### config.mk
export PLATFORM = sky130hd
export DESIGN_NAME = vga_timing_gen
export DESIGN_NICKNAME = d
export VERILOG_FILES = /design/src/rtl/vga_timing_gen.sv
export SDC_FILE = /design/constraint.sdc
export NUM_CORES = 1
export LEC_CHECK = 0
export BUFFER_PORTS_ARGS = -buffer_cell sky130_fd_sc_hd__buf_2
export CORE_ASPECT_RATIO = 1.75
export CORE_MARGIN = 10
export CORE_UTILIZATION = 40
export CTS_CLUSTER_SIZE = 40
export DETAILED_ROUTE_END_ITERATION = 10
export MAX_ROUTING_LAYER = met4
export SLEW_MARGIN = 20
export SYNTH_ARGS = -nofsm -noshare
export SYNTH_HDL_FRONTEND = slang
export SYNTH_SLANG_ARGS = --single-unit
### constraint.sdc
create_clock -name clk -period 7.49 [get_ports clk]
set_clock_uncertainty 0.1 [all_clocks]
set_input_delay 1.8725 -clock clk [delete_from_list [all_inputs] [get_ports clk]]
set_output_delay 1.8725 -clock clk [all_outputs]
set_load 0.02 [all_outputs]
### src/rtl/vga_timing_gen.sv
// Free-running raster timing generator (1024x768 @ 70 Hz on a 75 MHz pixel clock).
// Optional build macro VTG_BLANK_COORD_EN forces the coordinates to 12'hFFF during blanking.
module vga_timing_gen #(
    parameter int H_ACTIVE   = 1024,
    parameter int H_FP       = 24,
    parameter int H_SYNC     = 136,
    parameter int H_BP       = 144,
    parameter int V_ACTIVE   = 768,
    parameter int V_FP       = 3,
    parameter int V_SYNC     = 6,
    parameter int V_BP       = 29,
    parameter bit H_POL      = 1'b0,
    parameter bit V_POL      = 1'b0,
    parameter int SYNC_DELAY = 2
) (
    input  logic        clk,
    input  logic        reset,
    output logic [11:0] pixel_column,
    output logic [11:0] pixel_row,
    output logic        video_on,
    output logic        horiz_sync,
    output logic        vert_sync,
    output logic        frame_tick
);

    localparam logic [11:0] H_LAST    = 12'(H_ACTIVE + H_FP + H_SYNC + H_BP - 1);
    localparam logic [11:0] V_LAST    = 12'(V_ACTIVE + V_FP + V_SYNC + V_BP - 1);
    localparam logic [11:0] H_VIS     = 12'(H_ACTIVE);
    localparam logic [11:0] V_VIS     = 12'(V_ACTIVE);
    localparam logic [11:0] HS_START  = 12'(H_ACTIVE + H_FP);
    localparam logic [11:0] HS_END    = 12'(H_ACTIVE + H_FP + H_SYNC - 1);
    localparam logic [11:0] VS_START  = 12'(V_ACTIVE + V_FP);
    localparam logic [11:0] VS_END    = 12'(V_ACTIVE + V_FP + V_SYNC - 1);

    logic [11:0]         h_cnt;
    logic [11:0]         v_cnt;
    logic                vid_raw;
    logic                hs_raw;
    logic                vs_raw;
    // Index 0 is the stage 1 register; the remaining entries form the delay line.
    logic [SYNC_DELAY:0] hs_pipe;
    logic [SYNC_DELAY:0] vs_pipe;

    always_comb begin
        vid_raw = (h_cnt < H_VIS) && (v_cnt < V_VIS);
        hs_raw  = (h_cnt >= HS_START) && (h_cnt <= HS_END);
        vs_raw  = (v_cnt >= VS_START) && (v_cnt <= VS_END);
    end

    always_ff @(posedge clk) begin
        if (reset) begin
            h_cnt <= '0;
            v_cnt <= '0;
        end else if (h_cnt == H_LAST) begin
            h_cnt <= '0;
            v_cnt <= (v_cnt == V_LAST) ? 12'd0 : v_cnt + 12'd1;
        end else begin
            h_cnt <= h_cnt + 12'd1;
        end
    end

    always_ff @(posedge clk) begin
        if (reset) begin
            pixel_column <= '0;
            pixel_row    <= '0;
            video_on     <= 1'b0;
            frame_tick   <= 1'b0;
            hs_pipe      <= {(SYNC_DELAY + 1){~H_POL}};
            vs_pipe      <= {(SYNC_DELAY + 1){~V_POL}};
        end else begin
`ifdef VTG_BLANK_COORD_EN
            pixel_column <= vid_raw ? h_cnt : 12'hFFF;
            pixel_row    <= vid_raw ? v_cnt : 12'hFFF;
`else
            pixel_column <= h_cnt;
            pixel_row    <= v_cnt;
`endif
            video_on     <= vid_raw;
            frame_tick   <= (h_cnt == 12'd0) && (v_cnt == V_VIS);
            hs_pipe[0]   <= hs_raw ? H_POL : ~H_POL;
            vs_pipe[0]   <= vs_raw ? V_POL : ~V_POL;
            for (int i = 1; i <= SYNC_DELAY; i++) begin
                hs_pipe[i] <= hs_pipe[i-1];
                vs_pipe[i] <= vs_pipe[i-1];
            end
        end
    end

    assign horiz_sync = hs_pipe[SYNC_DELAY];
    assign vert_sync  = vs_pipe[SYNC_DELAY];

endmodule
==> results of run 1 <==
[path summary, 6_finish.rpt]
| kind | to | slack [ns] |
|---|---|---|
| worst max-delay path | h_cnt[6] | 4.60 |
| worst min register to register | vs_pipe[1] | 0.32 |
| worst min-delay path | vs_pipe[1] | 0.32 |
| worst max register to register | v_cnt[3] | 4.89 |
[report_power, final]
part / internal, mW / switching (mW) / total (mW)
logic: 0.00393 / 0.00865 / 0.0126
registers: 0.300 / 0.00203 / 0.302
clock network: 0.0684 / 0.105 / 0.174
[flip-flops by register name, indices dropped and copies added (netlist names)]
register      flops
h_cnt            12
frame_tick        1
vs_pipe           3
pixel_column     12
hs_pipe           3
pixel_row        12
video_on          1
v_cnt            12
[final cells by class]
type                       count  area (um^2)  share of cell area [%]
clock buffer                   5        68.82                   2.862
clock inverter                 3        25.02                   1.041
sequential                    56         1121                   46.62
inverter                       7        26.28                   1.093
timing repair buffer          29        145.1                   6.035
multi-input combinational    158        949.7                   39.49
tap                           55        68.82                   2.862
[kinds of logic (layout without fill, tap and decap cells)]
kind of cell	after synthesis	in the layout
DFF	56	56
and+or+nand+nor	117	117
xor gates and xnor gates	11	11
buffers and inverters	20	44
AOI/OAI and AO/OA	25	25
adders and majority gates	5	5
[metal layers]
metal / GRT usage [%] / vias to the layer above
met5: - / -
met4: 6.849 / 0
li1: - / 849
met3: 2.447 / 9
met2: 21.37 / 32
met1: 10.67 / 808
[Yosys cell counts (6+ instances only)]
cell type                  count
sky130_fd_sc_hd__clkbuf_1     10
sky130_fd_sc_hd__dfxtp_1      56
sky130_fd_sc_hd__inv_1         7
sky130_fd_sc_hd__nand2_1      13
sky130_fd_sc_hd__nand3_1      13
sky130_fd_sc_hd__nor2_1       31
sky130_fd_sc_hd__nor2b_1      18
sky130_fd_sc_hd__nor3_1        8
sky130_fd_sc_hd__nor4_1        6
sky130_fd_sc_hd__o21ai_0      10
sky130_fd_sc_hd__or2_2         6
sky130_fd_sc_hd__xnor2_1       9
[through the flow]
stage | instance area, um^2 | worst slack, ns | utilization (%) | total power, mW
6_report | 2405 | 4.597 | 45.76 | 0.4885
5_1_grt | 2405 | 4.417 | 45.76 | 0.5079
4_1_cts | 2405 | 4.570 | 45.76 | 0.4928
3_5_place_dp | 2311 | 4.236 | 43.98 | 0.3219
3_3_place_gp | 2311 | 4.280 | 43.98 | 0.3218
2_1_floorplan | 2156 | 4.779 | - | 0.3180
==> impl_summary.txt, run 1 <==
----------------------------------------------------
[Die]
  Overall die height ... 117.1 um
  Core area ... 5255 um^2
  Effective utilization at floorplan ... 41.02%
  Area enclosed by the die boundary ... 8842 um^2
  Number of placement rows ... 35
  Number of ports placed on the die boundary ... 30
  Die span in x ... 75.50 um

[Placement]
  Routability congestion estimate ... 0.8452
  Post-DP HPWL ... 3.511 mm
  Post-placement cell count ... 305
  # port buffers ... 29

[Global route]
  Tot GR Track Use ... 11.71%
  Global route total overflow ... 0
  Initial antenna violation count ... 0
  Largest net degree at the start of global routing ... 45
  Vias in the first global route ... 1705
  Wire length of the first global-routing pass ... 7.838 mm

[Status]
  Result of the run ... finished clean

[Synthesis]
  Fraction of the mapped netlist area in compound gates ... 7.603%
  Number of library cell types mapped by synthesis ... 35
  Synth Flop Type ... sky130_fd_sc_hd__dfxtp_1
  Number of synthesized flops with an enable pin ... 0
  Flip-flop and latch count after synthesis ... 56
  Fraction of synthesized cell area taken by the top area cell type ... 52.00%
  Proportion of synthesized chip area in sequential cells ... 52.00%
  Top post-synthesis cells by area ... sky130_fd_sc_hd__dfxtp_1 52%, sky130_fd_sc_hd__nor2_1 5.4%, sky130_fd_sc_hd__nor2b_1 5.2%
  Post-synthesis share of cell area spent on full adders, half adders and majority gates ... 2.902%
  Proportion of register bits with asynchronous set or reset after synthesis ... 0%
  Cell count after synthesis ... 234
  Top cell type by total area after synthesis ... sky130_fd_sc_hd__dfxtp_1
  Simple-gate share of the synthesized area ... 29.08%
  Cell Area, Synth ... 2156 um^2
  Number of synthesis warnings ... 0
  Dominant combinational cell family by area after synthesis ... simple AND/OR/NAND/NOR gates
  Share of cell area taken by muxes after synthesis ... 0%
  Synthesized area divided by synthesized cell count ... 9.213 um^2
  Net Count, Synth ... 241
  Synth Area in XOR/XNOR ... 4.469%

[Clock tree]
  # resized after CTS ... 0
  Hold bufs inserted after CTS ... 0
  Clock transition at the register clock pins on the worst setup and hold paths after CTS ... 0.11 ns
  TritonCTS Buffers ... 5
  Later-pin clock latency in the skew report ... 0.32 ns
  Sinks on the clock net ... 56
  H-tree levels ... 2
  Clock root cell ... sky130_fd_sc_hd__clkbuf_8
  CTS tree ... yes
  Post CTS Setup Buffer Count ... 0
  CTS Buffer Depth ... 2

[Power]
  Leakage power of the design ... 0.9187 nW
  Power per unit of standard cell area ... 203.1 nW/um^2
  Peak supply drop ... 0.07594 mV

[Worst hold path]
  Path category of the worst min-delay check ... reg -> reg
  Depth of the worst hold-timing path ... 1
  Worst Min Path Start ... vs_pipe[0]

[Timing]
  Number of endpoints with negative hold slack in the final report ... 0
  Slew of the pin with the lowest slew margin ... 0.9649 ns
  Final setup TNS ... 0 ns
  RSZ-0062 raised after global routing ... no
  Hold Worst Slack ... 0.3217 ns
  Final cycle utilization of the critical path ... 38.63%
  Clock period minus worst slack ... 2.893 ns
  Setup violations, final ... 0
  Worst rel slew slack ... 35.18%
  Maximum frequency from static timing analysis ... 0.3457 GHz
  Final max-slew violation count ... 0

[Drt]
  DRC viols ... 0
  Number of nets with antenna violations after detailed routing ... 0
  Total via count in the routed design ... 1698
  Starting DRT DRC Count ... 159
  Detailed-routed wire length on met2 ... 2.625 mm
  Highest Signal Layer ... met4
  Number of search-and-repair iterations in the first detailed-routing pass ... 4
  Per-cell routed wire length ... 15.29 um
  Met3 wirelength from detailed routing ... 169 um
  M1 WL ... 1.868 mm
  Final WL ... 4.787 mm
  Number of vias per cell ... 5.425

[Setup path]
  Cell type of the slowest stage on the worst timing path ... sky130_fd_sc_hd__buf_2
  Critical path start-end classification ... in -> reg
  Crit end category ... flop
  Critical path buffer and inverter count ... 2
  Top Family by Delay on Critical Path ... buffers and inverters
  Origin of the worst setup path ... reset
  Slowest cell delay on critical path ... 0.54 ns
  Req. time, crit path ... 7.58 ns
  CP Cell Sequence ... buf_2 -> inv_1 -> nand2_1 -> nor2_1
  Worst flop-to-flop path startpoint ... h_cnt[10]
  Kind of start point of the critical path ... primary input
  Data arrival time at the worst-slack endpoint ... 2.99 ns
  Worst reg2reg path depth ... 4
  Max FO, Critical Path ... 44
  Critical path depth ... 4

[Final layout]
  Most common cell after layout, fill and taps aside ... sky130_fd_sc_hd__dfxtp_1
  Layout cell share with drive strength beyond 1 ... 17.05%
  Total inserted antenna cells ... 0
  Most frequent cells in the layout ... 56 x sky130_fd_sc_hd__dfxtp_1, 31 x sky130_fd_sc_hd__nor2_1, 29 x sky130_fd_sc_hd__buf_2
  Synth-to-layout area growth ... 11.55%
  Number of filler cells placed in the layout ... 529
  Final net count ... 264
  Post-layout instance count excluding filler cells ... 313

[Run]
  Max-Cap Viols ... 0

----------------------------------------------------
Power figures use the tool's default switching activity.
==> inputs of run 2 (changes only) <==
Clock period 7.49 ns to 2.9 ns, I/O delays scaled along.
==> impl_summary.txt, run 2 (synthesis gave the netlist of run 1 again) <==
----------------------------------------------------
[Status]
  Result of the run ... finished clean

[Die]
  Area enclosed by the die boundary ... 8842 um^2 (unchanged)
  Number of ports placed on the die boundary ... 30 (unchanged)
  Overall die height ... 117.1 um (unchanged)
  Core area ... 5255 um^2 (unchanged)
  Number of placement rows ... 35 (unchanged)
  Effective utilization at floorplan ... 41.02% (unchanged)
  Die span in x ... 75.50 um (unchanged)

[Setup path]
  Worst flop-to-flop path startpoint ... h_cnt[10]
  Cell type of the slowest stage on the worst timing path ... sky130_fd_sc_hd__or4_1
  CP Cell Sequence ... or4b_4 -> or4_1 -> or4_1 -> a21oi_1
  Req. time, crit path ... 3.04 ns (-4.54 ns)
  Worst reg2reg path endpoint ... v_cnt[3]
  Worst reg2reg path depth ... 4 (unchanged)
  Max FO, Critical Path ... 8 (-82%)
  Kind of start point of the critical path ... flop
  Crit end category ... flop
  Data arrival time at the worst-slack endpoint ... 2.63 ns (-0.36 ns)
  Critical path start-end classification ... reg -> reg
  Slowest cell delay on critical path ... 0.64 ns (+0.10 ns)
  Flop2flop setup slack ... 0.42 ns (-4.47 ns)
  Critical path's most frequent cell ... sky130_fd_sc_hd__or4_1

[Timing]
  Maximum frequency from static timing analysis ... 0.4030 GHz
  Hold Worst Slack ... 0.3158 ns (-0.005850 ns)
  Final cycle utilization of the critical path ... 85.56%
  RSZ-0062 raised after global routing ... no
  Worst rel slew slack ... 64.35% (+29 points)
  Setup violations, final ... 0 (unchanged)
  Final max-slew violation count ... 0 (unchanged)
  Clock period minus worst slack ... 2.481 ns
  Slew of the pin with the lowest slew margin ... 0.5299 ns (-0.4349 ns)
  Number of endpoints with negative hold slack in the final report ... 0 (unchanged)
  Final setup TNS ... 0 ns (unchanged)

[Global route]
  Wire length of the first global-routing pass ... 7.624 mm (-2.7%)
  Vias in the first global route ... 1620 (-5.0%)
  Tot GR Track Use ... 11.59% (-0.12 points)
  Initial antenna violation count ... 0 (unchanged)
  Global route total overflow ... 0 (unchanged)
  Largest net degree at the start of global routing ... 24 (-47%)

[Clock tree]
  Later-pin clock latency in the skew report ... 0.31 ns (about the same)
  Post CTS Setup Buffer Count ... 0 (unchanged)
  CTS tree ... yes
  Hold bufs inserted after CTS ... 0 (unchanged)
  CTS Buffer Depth ... 2 (unchanged)
  H-tree levels ... 2 (unchanged)
  Clock root cell ... sky130_fd_sc_hd__clkbuf_8
  Clock transition at the register clock pins on the worst setup and hold paths after CTS ... 0.10 ns (about the same)
  # resized after CTS ... 0 (unchanged)
  Sinks on the clock net ... 56 (unchanged)
  TritonCTS Buffers ... 5 (unchanged)

[Worst hold path]
  Path category of the worst min-delay check ... reg -> reg
  Worst Min Path Start ... vs_pipe[0]
  Depth of the worst hold-timing path ... 1 (unchanged)
  Worst Hold Path EP ... vs_pipe[1]

[Final layout]
  Most common cell after layout, fill and taps aside ... sky130_fd_sc_hd__dfxtp_1
  Layout cell share with drive strength beyond 1 ... 18.01% (+0.95 points)
  Final net count ... 267 (+1.1%)
  Area taken by flip-flops and latches ... 1121 um^2 (unchanged)
  Number of filler cells placed in the layout ... 511 (-3.4%)
  Most frequent cells in the layout ... 56 x sky130_fd_sc_hd__dfxtp_1, 31 x sky130_fd_sc_hd__nor2_1, 29 x sky130_fd_sc_hd__buf_2
  Total inserted antenna cells ... 0 (unchanged)
  Synth-to-layout area growth ... 13.87%
  Multi-input gate area in the final layout ... 949.7 um^2 (unchanged)
  Finished Core Util ... 46.71% (+0.95 points)

[Power]
  Leakage power of the design ... 0.9507 nW (+3.5%)
  Peak supply drop ... 0.2402 mV (+220%)
  Power per unit of standard cell area ... 548.4 nW/um^2 (+170%)

[Placement]
  Routability congestion estimate ... 0.8555 (+1.2%)
  Post-DP HPWL ... 3.615 mm (+3.0%)
  # port buffers ... 29 (unchanged)

[Drt]
  Number of search-and-repair iterations in the first detailed-routing pass ... 4 (unchanged)
  DRC viols ... 0 (unchanged)
  Number of nets with antenna violations after detailed routing ... 0 (unchanged)
  Final WL ... 4.880 mm (+1.9%)
  Total via count in the routed design ... 1711 (+0.77%)
  Number of vias per cell ... 5.415 (-0.19%)
  Starting DRT DRC Count ... 167 (+5.0%)
  Per-cell routed wire length ... 15.44 um (+0.97%)

[Run]
  Max-Cap Viols ... 0 (unchanged)

----------------------------------------------------
==> run 2: worst max path at each step <==
stage | start | end | slack (ns) | cells past startpoint
global placement | h_cnt[10] | v_cnt[6] | 0.50 | 4
floorplan | h_cnt[6] | v_cnt[3] | 0.54 | 6
detailed placement | h_cnt[10] | v_cnt[3] | 0.45 | 4
CTS | h_cnt[10] | v_cnt[3] | 0.42 | 4
global route | h_cnt[10] | v_cnt[3] | 0.34 | 4
finish | h_cnt[10] | v_cnt[3] | 0.42 | 4
==> run 2: report_power, final <==
part / internal, mW / switching [mW] / total, mW
sequential: 0.775 / 0.00520 / 0.780
clock: 0.283 / 0.249 / 0.531
combinational: 0.0112 / 0.0239 / 0.0351
total: 1.07 / 0.278 / 1.35
==> run 2: cell type report <==
| class | instances | area share (%) |
|---|---|---|
| repair buffers | 32 | 6.830 |
| multi-input cells | 158 | 38.69 |
| well taps | 55 | 2.803 |
| clock inverters | 2 | 1.580 |
| clock buffers | 6 | 3.364 |
| inverters | 7 | 1.070 |
| flip-flops and latches | 56 | 45.67 |
==> run 2: layer usage <==
| layer | routed length [um] | global-route usage, % |
|---|---|---|
| met5 | 0 | - |
| met4 | 166 | 7.347 |
| met3 | 178 | 2.447 |
| met2 | 2694 | 20.97 |
| met1 | 1840 | 10.47 |
==> run 2: critical path: cells and delay by family, from the launching register on <==
kind / cells / cell delay [ns]
flip-flops: 1 / 0.48
AND/OR/NAND/NOR: 3 / 1.68
AO/OA/AOI/OAI: 1 / 0.15
==> run 2: per-stage QoR <==
stage | std cells | power, mW | cell area [um^2] | worst slack [ns]
6_report | 316 | 1.346 | 2455 | 0.4187
5_1_grt | 316 | 1.397 | 2455 | 0.3377
4_1_cts | 316 | 1.362 | 2455 | 0.4157
3_5_place_dp | 308 | 0.8344 | 2333 | 0.4466
3_3_place_gp | 308 | 0.8340 | 2333 | 0.4994
2_1_floorplan | 234 | 0.8213 | 2156 | 0.5425
